`src/rtl/reg_bank_pipe_pkg.sv`:
```
// rtl/reg_bank_pipe_pkg.sv - shared defaults for the reg_bank_pipe slice
// Purpose: default geometry of the register bank.
// Ports: none (package).
// Config macro: REG_BANK_PARITY_EN (consumed by the interface, stage and top).
package reg_bank_pipe_pkg;

  localparam int DEF_NUM_CH = 3;
  localparam int DEF_WIDTH  = 8;
  localparam int DEF_DEPTH  = 2;

endpackage

```
`src/rtl/reg_bank_pipe_if.sv`:
```
// rtl/reg_bank_pipe_if.sv - handshake/data bundle between producer and reg_bank_pipe
// Purpose: groups the control, data and status signals of the register bank.
// Ports (signals): enable, flush, in_valid, ch_en[NUM_CH], d[NUM_CH*WIDTH] from the producer;
//   q[NUM_CH*WIDTH], out_valid [, q_par[NUM_CH]] from the bank.
// Config macro: REG_BANK_PARITY_EN adds q_par.
interface reg_bank_pipe_if
  import reg_bank_pipe_pkg::*;
#(
  parameter int NUM_CH = DEF_NUM_CH,
  parameter int WIDTH  = DEF_WIDTH
);

  logic                    enable;
  logic                    flush;
  logic                    in_valid;
  logic [NUM_CH-1:0]       ch_en;
  logic [NUM_CH*WIDTH-1:0] d;
  logic [NUM_CH*WIDTH-1:0] q;
  logic                    out_valid;

`ifdef REG_BANK_PARITY_EN
  logic [NUM_CH-1:0]       q_par;

  modport master (output enable, flush, in_valid, ch_en, d,
                  input  q, out_valid, q_par);
  modport slave  (input  enable, flush, in_valid, ch_en, d,
                  output q, out_valid, q_par);
`else
  modport master (output enable, flush, in_valid, ch_en, d,
                  input  q, out_valid);
  modport slave  (input  enable, flush, in_valid, ch_en, d,
                  output q, out_valid);
`endif

endinterface

```
`src/rtl/reg_bank_stage.sv`:
```
// rtl/reg_bank_stage.sv - one pipeline stage of the register bank
// Purpose: holds NUM_CH lanes of WIDTH bits plus a valid bit (and per-lane parity).
// Ports: clk, rst_n (sync, active-low); load (advance), flush (clear valid);
//   vld_in, mask[NUM_CH] (lanes to capture), data_in -> data_out, vld_out;
//   par_in/par_out per lane when parity is built in.
// Config macro: REG_BANK_PARITY_EN adds the parity registers.
module reg_bank_stage
  import reg_bank_pipe_pkg::*;
#(
  parameter int NUM_CH = DEF_NUM_CH,
  parameter int WIDTH  = DEF_WIDTH
) (
  input  logic                    clk,
  input  logic                    rst_n,
  input  logic                    load,
  input  logic                    flush,
  input  logic                    vld_in,
  input  logic [NUM_CH-1:0]       mask,
  input  logic [NUM_CH*WIDTH-1:0] data_in,
`ifdef REG_BANK_PARITY_EN
  input  logic [NUM_CH-1:0]       par_in,
  output logic [NUM_CH-1:0]       par_out,
`endif
  output logic [NUM_CH*WIDTH-1:0] data_out,
  output logic                    vld_out
);

  logic [NUM_CH*WIDTH-1:0] data_q, data_d;
  logic                    vld_q, vld_d;
`ifdef REG_BANK_PARITY_EN
  logic [NUM_CH-1:0]       par_q, par_d;
`endif

  // Flush only kills the valid bit; data is left in place.
  always_comb begin
    data_d = data_q;
    vld_d  = vld_q;
`ifdef REG_BANK_PARITY_EN
    par_d  = par_q;
`endif
    if (flush) begin
      vld_d = 1'b0;
    end else if (load) begin
      vld_d = vld_in;
      for (int i = 0; i < NUM_CH; i++) begin
        if (mask[i]) begin
          data_d[i*WIDTH +: WIDTH] = data_in[i*WIDTH +: WIDTH];
`ifdef REG_BANK_PARITY_EN
          par_d[i] = par_in[i];
`endif
        end
      end
    end
  end

  always_ff @(posedge clk) begin
    if (!rst_n) begin
      data_q <= '0;
      vld_q  <= 1'b0;
`ifdef REG_BANK_PARITY_EN
      par_q  <= '0;
`endif
    end else begin
      data_q <= data_d;
      vld_q  <= vld_d;
`ifdef REG_BANK_PARITY_EN
      par_q  <= par_d;
`endif
    end
  end

  assign data_out = data_q;
  assign vld_out  = vld_q;
`ifdef REG_BANK_PARITY_EN
  assign par_out  = par_q;
`endif

endmodule

```
`src/rtl/reg_bank_pipe.sv`:
```
// rtl/reg_bank_pipe.sv - parametrised multi-lane retiming register bank
// Purpose: NUM_CH lanes of WIDTH bits through DEPTH registered stages with per-stage valid,
//   per-lane load mask on stage 0, global stall and synchronous flush.
// Ports: clk, rst_n (sync, active-low); bus (reg_bank_pipe_if.slave): enable, flush,
//   in_valid, ch_en, d in; q, out_valid [, q_par] out, all straight from the last stage.
// Config macro: REG_BANK_PARITY_EN enables per-lane even parity carried with the data.
module reg_bank_pipe
  import reg_bank_pipe_pkg::*;
#(
  parameter int NUM_CH = DEF_NUM_CH,
  parameter int WIDTH  = DEF_WIDTH,
  parameter int DEPTH  = DEF_DEPTH
) (
  input logic             clk,
  input logic             rst_n,
  reg_bank_pipe_if.slave  bus
);

  localparam int NW = NUM_CH * WIDTH;

  // Index k is the input of stage k; index DEPTH is the last stage's output.
  logic [NW-1:0]     stg_data [DEPTH+1];
  logic [DEPTH:0]    stg_vld;
  logic [NUM_CH-1:0] first_mask;

  assign stg_data[0] = bus.d;
  assign stg_vld[0]  = bus.in_valid;
  // A bubble must not overwrite stage 0, so in_valid gates the lane mask.
  assign first_mask  = bus.in_valid ? bus.ch_en : '0;

`ifdef REG_BANK_PARITY_EN
  logic [NUM_CH-1:0] stg_par [DEPTH+1];
  logic [NUM_CH-1:0] d_par;

  always_comb begin
    d_par = '0;
    for (int i = 0; i < NUM_CH; i++) begin
      d_par[i] = ^bus.d[i*WIDTH +: WIDTH];
    end
  end

  assign stg_par[0] = d_par;
  assign bus.q_par  = stg_par[DEPTH];
`endif

  for (genvar k = 0; k < DEPTH; k++) begin : g_stage
    reg_bank_stage #(
      .NUM_CH (NUM_CH),
      .WIDTH  (WIDTH)
    ) u_stage (
      .clk      (clk),
      .rst_n    (rst_n),
      .load     (bus.enable),
      .flush    (bus.flush),
      .vld_in   (stg_vld[k]),
      // Later stages always take the whole word.
      .mask     ((k == 0) ? first_mask : {NUM_CH{1'b1}}),
      .data_in  (stg_data[k]),
`ifdef REG_BANK_PARITY_EN
      .par_in   (stg_par[k]),
      .par_out  (stg_par[k+1]),
`endif
      .data_out (stg_data[k+1]),
      .vld_out  (stg_vld[k+1])
    );
  end

  assign bus.q         = stg_data[DEPTH];
  assign bus.out_valid = stg_vld[DEPTH];

endmodule

```
`src/flat_wrapper.sv`:
```
// flat-port wrapper written by rule: the top's interface ports become plain ports
module reg_bank_pipe_flat import reg_bank_pipe_pkg::*;
#(
  parameter int NUM_CH = DEF_NUM_CH,
  parameter int WIDTH  = DEF_WIDTH,
  parameter int DEPTH  = DEF_DEPTH
)
  (clk, rst_n, bus_enable, bus_flush, bus_in_valid, bus_ch_en, bus_d, bus_q, bus_out_valid);
  reg_bank_pipe_if #(.NUM_CH(NUM_CH), .WIDTH(WIDTH)) bus_i ();
  input logic clk;
  input logic rst_n;
  input wire logic [$bits(bus_i.enable)-1:0] bus_enable;
  input wire logic [$bits(bus_i.flush)-1:0] bus_flush;
  input wire logic [$bits(bus_i.in_valid)-1:0] bus_in_valid;
  input wire logic [$bits(bus_i.ch_en)-1:0] bus_ch_en;
  input wire logic [$bits(bus_i.d)-1:0] bus_d;
  output wire logic [$bits(bus_i.q)-1:0] bus_q;
  output wire logic [$bits(bus_i.out_valid)-1:0] bus_out_valid;
  assign bus_i.enable = bus_enable;
  assign bus_i.flush = bus_flush;
  assign bus_i.in_valid = bus_in_valid;
  assign bus_i.ch_en = bus_ch_en;
  assign bus_i.d = bus_d;
  assign bus_q = bus_i.q;
  assign bus_out_valid = bus_i.out_valid;
  reg_bank_pipe #(.NUM_CH(NUM_CH), .WIDTH(WIDTH), .DEPTH(DEPTH)) u_core (.clk(clk), .rst_n(rst_n), .bus(bus_i));
endmodule
```
`config.mk`:
```
export PLATFORM = sky130hd
export DESIGN_NAME = reg_bank_pipe_flat
export DESIGN_NICKNAME = d
export VERILOG_FILES = /design/src/rtl/reg_bank_pipe_pkg.sv /design/src/rtl/reg_bank_pipe_if.sv /design/src/rtl/reg_bank_stage.sv /design/src/rtl/reg_bank_pipe.sv /design/src/flat_wrapper.sv
export SDC_FILE = /design/constraint.sdc
export NUM_CORES = 1
export LEC_CHECK = 0
export CORE_AREA = 3 3 68 70
export DETAILED_ROUTE_END_ITERATION = 8
export DIE_AREA = 0 0 71 73
export GPL_TIMING_DRIVEN = 0
export PLACE_DENSITY = 0.83
export SKIP_LAST_GASP = 1
export SYNTH_ARGS = -nofsm -noshare
export SYNTH_HDL_FRONTEND = slang
export SYNTH_HIERARCHICAL = 1
export SYNTH_SLANG_ARGS = --single-unit
```
`constraint.sdc`:
```
create_clock -name clk -period 1.9 [get_ports clk]
set_input_delay 0.38 -clock clk [delete_from_list [all_inputs] [get_ports clk]]
set_output_delay 0.38 -clock clk [all_outputs]
set_load 0.1 [all_outputs]
```
==> summary.md, run 1 <==
| Metric | Value |
|---|---|
| Status | `finished, final reports clean` |
| Initial Util | `approximately 52%` |
| Wire per inst | `13.0 microns` |
| # IOs | `57` |
| Die H | `73 microns` |
| Nets | `320` |
| Core Footprint | `4030 sq um` |
| Gr usage total | `a little under a fifth` |
| Setup CP Type | `register to output port` |
| DP Worst Slack | `53.5 ps` |
| Flop and latch count out of synthesis | `50` |
| R2r worst-path depth | `2` |
| Non-Filler Instances | `339` |
| Synth-to-Final Area Change | `31.9%` |
| Vias | `1668` |
| Post-synth top area share | `48.2%` |
| Antenna violations before repair | `0` |
| Leakage power | `1.05 nW` |
| Share of layout cells above drive strength 1 | `10.4%` |
| Post-Route WL | `4400 microns` |
| Final setup vio count | `0` |
| Std-Cell Rows | `23` |
| Hold wc startpoint | `rst_n` |
| Area leader, netlist | `dfxtp_1` |
| Clock buffer depth | `2` |
| RSZ-0062 raised after global routing | `yes` |
| WHS Endpoint | `u_core/g_stage[0].u_stage/data_out[3]` |
| Largest net degree at the start of global routing | `16` |
| Worst EP arrival | `1480 ps` |
| Reg2Reg Setup Slack | `~1200 ps` |
| Peak per-stage delay on the critical path | `830 ps` |
| Delay-heaviest family, CP | `buffers and inverters` |
| Top FF cell, synth | `dfxtp_1` |
| Worst Setup Start Kind | `register` |
| Synth Cell Area | `between 2000 and 2500 sq um` |
| Vias per std cell | `4.92` |
| Post-Synthesis Cells | `around 220` |
| Sink Count | `50` |
| Final Hold Fails | `0` |
| Reg-to-Reg End | `u_core/g_stage[1].u_stage/vld_out` |
| Area contributors post-synth | `dfxtp_1, mux2i_1, nand2_1` |
| Setup Skew | `4.35 ps` |
| First-pass GRT wire length | `roughly 7500 microns` |
| EDFF count, synth | `0` |
| Critical path endpoint category | `output port` |
| Drt pass-1 iters | `4` |
| Root buf cell | `clkbuf_8` |
| Slowest-stage cell, CP | `clkdlybuf4s15_1` |
| Top-count cell post-synth | `nand2_1` |
| Reg clk slew, reported paths | `90 ps` |
| Final min period | `1860 ps` |
| Highest clock rate | `around 540 MHz` |
| Reg2reg start | `u_core/g_stage[1].u_stage/vld_out` |
| Synth async-reset ratio | `0%` |
| Commonest cells post-synth | `nand2_1, dfxtp_1, mux2i_1` |
| Post-DP HPWL | `3200 microns` |
| Fin area | `2740 sq um` |
| Worst-path maximum fanout | `2` |
| TNS Setup | `0 ps` |
| Vias in the first global route | `1676` |
| Worst-margin pin slew | `about 950 ps` |
| Setup ws final | `41.7 ps` |
| Register area share after synthesis | `48.2%` |
| Worst-path cell chain | `clkdlybuf4s15_1` |
| GR Overflow Total | `0` |
| Hold Crit Class | `input pin to register` |
| H-tree depth | `2` |
| Peak supply drop | `between 0.0003 and 0.0004 V` |
| PD cells | `a little under 700 nW/um^2` |
| Synth Area per Inst | `9.27 sq um` |
| Max Slew Vio Count | `0` |
| Synth cell types | `11` |
| Number of max-cap violations | `0` |
| Total CTS buffers | `5` |
| Input/output buffers | `55` |
| Die Wd | `71 microns` |
| DP Cell Count | `331` |
| 1st-iter DRT viols | `70` |
| Worst-Skew Late Latency | `300 ps` |
| WP buf/inv | `1` |
| Yosys warns | `6` |
| Placer Congestion | `0.724` |
| CTS tree | `yes` |
| Final Cycle Share | `97.8%` |
| Hold Buf Count CTS | `0` |
| Slew headroom | `36.7%` |
| Placement Cell Area | `about 2700 sq um` |
| Antenna fix cells | `0` |
| Remaining antenna violation count | `0` |
| Min-Delay Path Depth | `3` |
| Total die area | `5180 sq um` |
| Number of remaining DRC errors | `0` |
| Critical Path RT | `1520 ps` |
## cells in the final DEF (no fill, tap or decap), drive strengths merged
cell / n
nand2: 96
mux2i: 50
dfxtp: 50
clkdlybuf4s50: 30
clkbuf: 17
clkdlybuf4s15: 16
buf: 14
and3b: 6
and2: 3
conb: 3
nor3b: 2
clkinv: 2
## worst max-delay path by stage
| stage | startpoint | to | slack (ps) | cells after the start |
|---|---|---|---|---|
| 6_report | u_core/g_stage[1].u_stage/data_out[6] | bus_q[6] | 40 | 1 |
| 2_1_floorplan | u_core/g_stage[1].u_stage/vld_out | u_core/g_stage[1].u_stage/vld_out | 570 | 2 |
| 3_5_place_dp | u_core/g_stage[1].u_stage/data_out[15] | bus_q[15] | 50 | 1 |
| 3_3_place_gp | u_core/g_stage[1].u_stage/data_out[23] | bus_q[23] | 50 | 1 |
| 5_1_grt | u_core/g_stage[1].u_stage/data_out[14] | bus_q[14] | -20 | 1 |
| 4_1_cts | u_core/g_stage[1].u_stage/data_out[15] | bus_q[15] | -5 | 1 |
## layout make-up
type                       count  area, sq um
multi-input combinational    160          958
timing repair buffer          55          505
tap                           50         62.6
fill                         350         1290
buffer                        16          125
clock inverter                 2         13.8
sequential                    50         1000
clock buffer                   6         72.6
## cell families after synthesis
family / after synthesis / share of synthesized area [%]
flip-flops: 50 / 48.2
AND/OR/NAND/NOR: 107 / 21.5
other: 1 / 0.181
buffers and inverters: 16 / 6.02
multiplexers: 50 / 24.1
## registers in the layout, indices dropped and copies added (netlist names)
name / flops
u_core/g_stage.u_stage/data_out: 48
u_core/g_stage.u_stage/vld_out: 2
## tightest hold or removal path: cells and delay by family
family	cells	cell delay, ps
buf+inv	1	150
simple gates	1	70
mux	1	50
## what timing repair did
item | CTS | global route
pin swaps | 0 | 0
endpoints found under the setup margin | 25 | 24
buffers inserted | 0 | 0
resized for setup | 28 | 31
## report_power, final
part | internal, mW | switching, mW
clock | 0.260 | 0.346
sequential | 1.06 | 0.00678
combinational | 0.104 | 0.0986
total | 1.43 | 0.451
## through the flow
| stage | hold slack [ps] | power (mW) | utilization [%] |
|---|---|---|---|
| 3_3_place_gp | 442 | 1.29 | 67.0 |
| 6_report | 394 | 1.88 | 68.0 |
| 4_1_cts | 388 | 1.89 | 68.4 |
| 2_1_floorplan | 435 | 1.20 | - |
| 3_5_place_dp | 446 | 1.30 | 67.0 |
| 5_1_grt | 392 | 1.96 | 68.0 |
## routing by layer
layer	track usage (%)	up-vias	share of wire, %
li1	-	845	-
met3	4.96	6	6.1
met4	6.89	0	1.5
met2	31.8	47	49
met5	0	-	0
met1	21.7	770	44
Note: power is estimated with default switching activity, not from simulation.
==> run 2: changes to the inputs <==
--- a/constraint.sdc
+++ b/constraint.sdc
@@ -3,2 +3,2 @@
 set_output_delay 0.38 -clock clk [all_outputs]
-set_load 0.1 [all_outputs]
+set_load 0.02 [all_outputs]
==> run 2 against run 1 <==
First-iteration DRC count grew 19%. Sequential power is essentially flat. Core utilization grew 1.1 points. Register-to-register slack is essentially flat. Clock skew is essentially flat. Critical path depth is the same. Routed wire length grew 0.55%. Fmax grew 13%. Total power shrank 0.76%. Largest power group unchanged. Die area is the same. Combinational power shrank 6%. Sequential cell count is the same.
==> summary.md, run 2 (same netlist as run 1, synthesis figures left out) <==
| Metric | Value |
|---|---|
| Final Hold Fails | `0` |
| Hold Crit Class | `input pin to register` |
| Worst-path cell chain | `clkdlybuf4s50_1` |
| Worst-Skew Late Latency | `300 ps` |
| Setup CP Type | `register to output port` |
| # IOs | `57` |
| Number of max-cap violations | `0` |
| Input/output buffers | `55` |
| TNS Setup | `0 ps` |
| Post-CTS Setup Bufs | `0` |
| Std-Cell Rows | `23` |
| Reg clk slew, reported paths | `about 90 ps` |
| GR Overflow Total | `0` |
| Remaining antenna violation count | `0` |
| Placer Congestion | `0.724` |
| Final Cycle Share | `86.6%` |
| Total die area | `5180 sq um` |
| Status | `finished, final reports clean` |
| Root buf cell | `clkbuf_8` |
| Most frequent cells in the layout | `nand2_1, clkdlybuf4s50_1, mux2i_1, dfxtp_1` |
| Largest net degree at the start of global routing | `16` |
| Worst EP arrival | `about 1300 ps` |
| Gr usage total | `18.4%` |
| Max Slew Vio Count | `0` |
| Peak supply drop | `0.000318 V` |
| Core Footprint | `4030 sq um` |
| Total CTS buffers | `5` |
| Setup Skew | `4.47 ps` |
| Commonest non-fill, non-tap cell in the layout | `nand2_1` |
| Wire per inst | `about 13 microns` |
| Peak per-stage delay on the critical path | `between 600 and 700 ps` |
| WP buf/inv | `1` |
| Drt pass-1 iters | `4` |
| First-pass GRT wire length | `7470 microns` |
| Worst Setup Start Kind | `register` |
| Final setup vio count | `0` |
| Share of layout cells above drive strength 1 | `~7.3%` |
| Die H | `73 microns` |
| PD cells | `669 nW/um^2` |
| Post-Route WL | `around 4400 microns` |
| Vias | `1668` |
| RSZ-0062 raised after global routing | `no` |
| Antenna violations before repair | `0` |
| Clock buffer depth | `2` |
| Worst-path maximum fanout | `2` |
| Number of remaining DRC errors | `0` |
| Vias in the first global route | `roughly 1700` |
| Nets | `320` |
| Highest clock rate | `608 MHz` |
| Post-DP HPWL | `3200 microns` |
| Synth-to-Final Area Change | `34.0%` |
| Initial Util | `51.6%` |
| Slowest-stage cell, CP | `clkdlybuf4s50_1` |
| Antenna fix cells | `0` |
| Vias per std cell | `4.92` |
| Critical path endpoint category | `output port` |
| 1st-iter DRT viols | `83` |
| Delay-heaviest family, CP | `buffers and inverters` |
| Total chip power | `~1.9 mW` |
| CTS tree | `yes` |
| Resize count post-CTS | `0` |
| Final min period | `between 1500 and 2000 ps` |
| H-tree depth | `2` |
| Leakage power | `1.02 nW` |
| Largest register FFs | `48` |
| Hold Buf Count CTS | `0` |
| Critical Path RT | `1520 ps` |
| Sink Count | `50` |
| Die Wd | `71 microns` |
[run 2: cell count changes in the layout (fill, tap and decap cells not counted), sizes merged]
cell	change
clkdlybuf4s50	+25
clkbuf	-9
clkdlybuf4s15	-16
[run 2: routing by layer]
layer | routed length (microns) | track usage [%]
met1 | 1960 | 21.8
met2 | 2170 | 31.8
met3 | 224 | 4.96
met4 | 65 | 6.89
met5 | 0 | 0
[run 2: path summary, 6_finish.rpt]
check                                          from                                     end  slack (ps)  cells past startpoint
max reg2reg       u_core/g_stage[1].u_stage/vld_out       u_core/g_stage[1].u_stage/vld_out        1240                      2
max          u_core/g_stage[1].u_stage/data_out[15]                               bus_q[15]         260                      1
min reg2reg  u_core/g_stage[1].u_stage/data_out[20]  u_core/g_stage[1].u_stage/data_out[20]         460                      2
min                                           rst_n   u_core/g_stage[0].u_stage/data_out[3]         390                      3
[run 2: where the power goes]
group / internal (mW) / leakage (nW) / switching (mW)
Clock: 0.260 / 0.0452 / 0.344
Combinational: 0.105 / 0.570 / 0.0850
Sequential: 1.06 / 0.404 / 0.00684
[run 2: stage by stage]
| stage | hold WS (ps) | setup slack (ps) | area [sq um] | std cells | utilization, % |
|---|---|---|---|---|---|
| 2_1_floorplan | 435 | 874 | 2080 | 226 | - |
| 3_3_place_gp | 442 | 269 | 2700 | 331 | 67.0 |
| 3_5_place_dp | 446 | 230 | 2700 | 331 | 67.0 |
| 4_1_cts | 388 | 244 | 2780 | 339 | 69.1 |
| 5_1_grt | 392 | 200 | 2780 | 339 | 69.1 |
| 6_report | 394 | 256 | 2780 | 339 | 69.1 |
[run 2: layout make-up]
cell class / count / area (sq um)
Fill cell: 341 / 1240
Timing Repair Buffer: 55 / 551
Clock buffer: 6 / 72.6
Multi-Input combinational cell: 160 / 958
Buffer: 16 / 125
Clock inverter: 2 / 13.8
Tap cell: 50 / 62.6
Sequential cell: 50 / 1000
==> RTL edit 1 (config.mk and constraints of run 1) <==
Make the reset (`rst_n`) asynchronous in one clocked block.
--- a/src/rtl/reg_bank_stage.sv
+++ b/src/rtl/reg_bank_stage.sv
@@ -55,3 +55,3 @@
 
-  always_ff @(posedge clk) begin
+  always_ff @(posedge clk or negedge rst_n) begin
     if (!rst_n) begin
Formal check against the unedited RTL: differs if rst_n is asserted again (counterexample within 4 cycles, from zero or initial values and one cycle with rst_n low); with rst_n held inactive, the same outputs for 4 cycles.
==> RTL edit 1 against run 1 <==
- worst setup slack lost 6.9 ps
- cell area down 3.3%
- sequential cell count did not move
- maximum frequency is 0.37% lower
- register-to-register slack got worse by 130 ps
- area after synthesis is 3.4% lower
- first-iteration DRC count shrank 27%
- wire length fell by 13%
- critical path type unchanged
Power is not compared: it rests on default switching activity, and its combinational part moved more than twofold at a synthesized area within 25%.
==> RTL edit 1: results (changes against run 1) <==
Finish
  – Fillers: 312 (-11%)
  – Share of layout cells above drive strength 1: 45.6% (+35 points)
  – Nets: 211 (-34%)
  – # diodes: 0 (unchanged)

Global routing
  – Met2 usage: 29.7% (-2.2 points)
  – Met3 Usage GRT: 6.34% (+1.4 points)
  – Grt met1 use: 19.8% (-1.9 points)
  – Largest net degree at the start of global routing: 29 (+13)
  – Vias in the first global route: 1342 (-20%)
  – First-pass GRT wire length: 6.62 mm (-11%)
  – All-Layer GR Usage: 16.7% (-1.6 points)

Yosys
  – Commonest cells post-synth: dfrtp_1 (50), mux2_2 (42), mux2_4 (6), nand3b_4 (6), and2_1 (3)
  – Synth warnings: 6 (unchanged)
  – Async set-reset flop share out of synthesis: 100% (+100 points)
  – Synth unique cells: 9 (-2)
  – Seq/Total Area, Yosys: 62.3% (+14 points)
  – Top cells by area, synth: dfrtp_1 (62%), mux2_2 (24%), nand3b_4 (6.0%), mux2_4 (4.5%), buf_6 (1.1%)

Drt
  – Number of DRC markers in iteration 0: 51 (-27%)
  – Detailed Routing Iterations Pass 1: 3 (-1)
  – Drt wl/cell: 16.6 um (+28%)
  – Via count: 1144 (-31%)

Place
  – Routability cong.: 0.860 (+19%)
  – Dpl hpwl: 3.00 mm (-6.2%)
  – DP Worst Slack: 30.5 ps (-23.0 ps)

Critical path
  – R2R depth: 1 (-1)
  – Crit Path Max Fanout: 2 (unchanged)

Clock network
  – H-tree lvl count: 2 (unchanged)

STA
  – Worst clock skew: 3.31 ps (-1.04 ps)
  – Slew margin rel.: 35.4% (-1.3 points)

Run
  – Max_cap viols: 0 (unchanged)

Status
  – Status: completed

Worst hold path
  – Worst hold path class: input port to async pin
==> RTL edit 1: kinds of logic (layout without fill, tap and decap cells) <==
kind of cell  Yosys count  in the layout  share of synthesized area, %
flops                  50             50                          62.3
simple gates           11             11                          7.29
buf+inv                 2             66                          1.12
other cells             1              3                         0.187
mux                    50             50                          29.1
==> RTL edit 1: final timing paths <==
check / from / endpoint / slack (ps)
max: u_core/g_stage[1].u_stage/data_out[16] / bus_q[16] / 30
min: rst_n / u_core/g_stage[1].u_stage/data_out[2] / 60
max reg2reg: u_core/g_stage[1].u_stage/data_out[1] / u_core/g_stage[1].u_stage/data_out[1] / 1110
min reg2reg: u_core/g_stage[0].u_stage/data_out[8] / u_core/g_stage[1].u_stage/data_out[8] / 510
max in group asynchronous: rst_n / u_core/g_stage[1].u_stage/data_out[13] / 1320
min in group clk: bus_enable / u_core/g_stage[0].u_stage/vld_out / 400
==> RTL edit 1: cell type report <==
class	count	area [um^2]	area share [%]
clock buffer	7	86.3	3.26
clock inverter	1	5.00	0.189
sequential	50	1250	47.2
multi-input combinational	64	741	28.0
tap	50	62.6	2.36
buffer	2	22.5	0.850
timing repair buffer	56	480	18.1
==> RTL edit 1: what timing repair did <==
item / in CTS / in global routing
gates cloned: 0 / 0
setup endpoints to repair: 25 / 25
buffers inserted: 0 / 0
pin swaps: 0 / 0
resized for setup: 33 / 34
==> RTL edit 1: metrics by stage <==
| step | instance area [um^2] | instances | power, mW | setup TNS (ps) | util (%) |
|---|---|---|---|---|---|
| after CTS | 2710 | 230 | 4.18 | -18.1 | 67.3 |
| after floorplan | 2010 | 116 | 3.12 | 0 | - |
| final | 2650 | 230 | 4.11 | 0 | 65.7 |
| after detailed placement | 2640 | 222 | 3.68 | 0 | 65.6 |
| after global routing | 2650 | 230 | 4.28 | -24.4 | 65.7 |
| after global placement | 2630 | 221 | 3.62 | -39050 | 65.2 |
==> RTL edit 1: power by group through the flow <==
| stage | clock (mW) | combinational [mW] | sequential (mW) |
|---|---|---|---|
| 3_5_place_dp | 0 | 2.16 | 1.53 |
| 4_1_cts | 0.636 | 2.05 | 1.50 |
| 6_report | 0.612 | 1.99 | 1.50 |
| 5_1_grt | 0.688 | 2.05 | 1.54 |
| 2_1_floorplan | 0 | 0.320 | 2.80 |
| 3_3_place_gp | 0 | 2.12 | 1.50 |
==> RTL edit 1: metal layers <==
layer | part of all wire, % | wire length (um)
met5 | 0 | 0
met4 | 0.31 | 12
met3 | 6.9 | 264
met2 | 53 | 2010
met1 | 40 | 1520
==> RTL edit 2 (settings of run 1) <==
Without the edit above. The package constant `DEF_NUM_CH` goes from 3 to 2.
--- a/src/rtl/reg_bank_pipe_pkg.sv
+++ b/src/rtl/reg_bank_pipe_pkg.sv
@@ -6,3 +6,3 @@
 
-  localparam int DEF_NUM_CH = 3;
+  localparam int DEF_NUM_CH = 2;
   localparam int DEF_WIDTH  = 8;
Ports: changed (resized bus_ch_en, bus_d and bus_q); port bits go from 57 to 40. No check against the original RTL was run, so the function may have changed too.
==> RTL edit 2 against run 1 <==
- sequential cell count fell by 16
- sequential share of layout area shrank 1.5 points
- wire length shrank 29%
- non-clock buffer count is 21 lower
- worst setup slack got worse by 3.8 ps
- critical path type unchanged
- cell area is 29% lower
- combinational power shrank 33%
- synthesized cell count shrank 32%
- cell count down 26%
- clock skew decreased by 0.52 ps
- core utilization shrank 20 points
- critical endpoint is now bus_q[2]
- total power fell by 25%
- area after synthesis is 32% lower
==> RTL edit 2: results (changes against run 1) <==
Yosys
  – Seq/Total Area, Yosys: 48.2% (about the same)
  – Post-synthesis mux area share: 24.1% (about the same)
  – Commonest cells post-synth: nand2_1 (64), dfxtp_1 (34), mux2i_1 (34), buf_2 (6)

Global routing
  – Grt met1 use: 15.4% (-6.3 points)
  – All-Layer GR Usage: 12.7% (-5.7 points)
  – Met3 Usage GRT: 4.41% (-0.55 points)

Finish
  – Largest register FFs: 32 (-33%)
  – Share of layout cells above drive strength 1: 10.0% (-0.38 points)
  – Nets: 222 (-31%)
  – Finished Layout Cells: 250 (-26%)

Critical path
  – Reg2reg start: u_core/g_stage[0].u_stage/vld_out
  – Slowest cell on the critical path: dlygate4sd2_1
  – Worst setup path endpoint: bus_q[2]
  – Critical path's largest stage delay: 860 ps (+30 ps)
  – Reg2reg setup slack: 1260 ps (+20 ps)
  – Crit path from: u_core/g_stage[1].u_stage/data_out[2]

Status
  – Status: completed

Drt
  – Number of DRC markers in iteration 0: 67 (-4.3%)
  – Vias per inst: 4.49 (-8.8%)
  – Wirelength, routed: 3.10 mm (-29%)
  – WL met1: 1.42 mm (-26%)

Worst hold path
  – Hold path endpoint: u_core/g_stage[0].u_stage/data_out[1]

Place
  – Placed Instances: 242 (-27%)
  – Routability cong.: 0.742 (+2.5%)
  – IO buf count: 38 (-31%)
  – Dpl hpwl: 2.36 mm (-26%)

Power
  – Power, Total: 1.41 mW (-25%)
  – Leak: 0.771 nW (-27%)
  – Pwr per Cell Area: 728 nW/um^2 (+6.3%)
  – Worst VDD drop: 0.000338 V (+6.0%)

STA
  – Worst clock skew: 3.83 ps (-0.522 ps)
  – Hold WS: 395 ps (+0.980 ps)
## RTL edit 2: changes by cell type in the layout (fill, tap and decap cells not counted), sizes merged, moves of 2 or more
cell	before	now
dfxtp	50	34
clkdlybuf4s50	30	21
nand2	96	64
and3b	6	4
dlygate4sd2	0	9
clkdlybuf4s15	16	8
mux2i	50	34
buf	14	10
clkbuf	17	8
## RTL edit 2: final cells by class
class                   count  share of cell area (%)
plain buffers              12                    4.38
well taps                  50                    3.22
clock buffers               6                    4.25
repair buffers             38                    19.0
multi-input cells         108                    33.5
flip-flops and latches     34                    35.0
clock inverters             2                   0.644
## RTL edit 2: timing repair
| item | in CTS | in global routing |
|---|---|---|
| gates cloned | 0 | 0 |
| setup endpoints to repair | 17 | 8 |
| gates resized for setup | 17 | 8 |
## RTL edit 2: tightest hold or removal path, delay by kind of cell
family | cells | cell delay, ps
multiplexers | 1 | 60
AND/OR/NAND/NOR | 1 | 70
buffers and inverters | 1 | 120
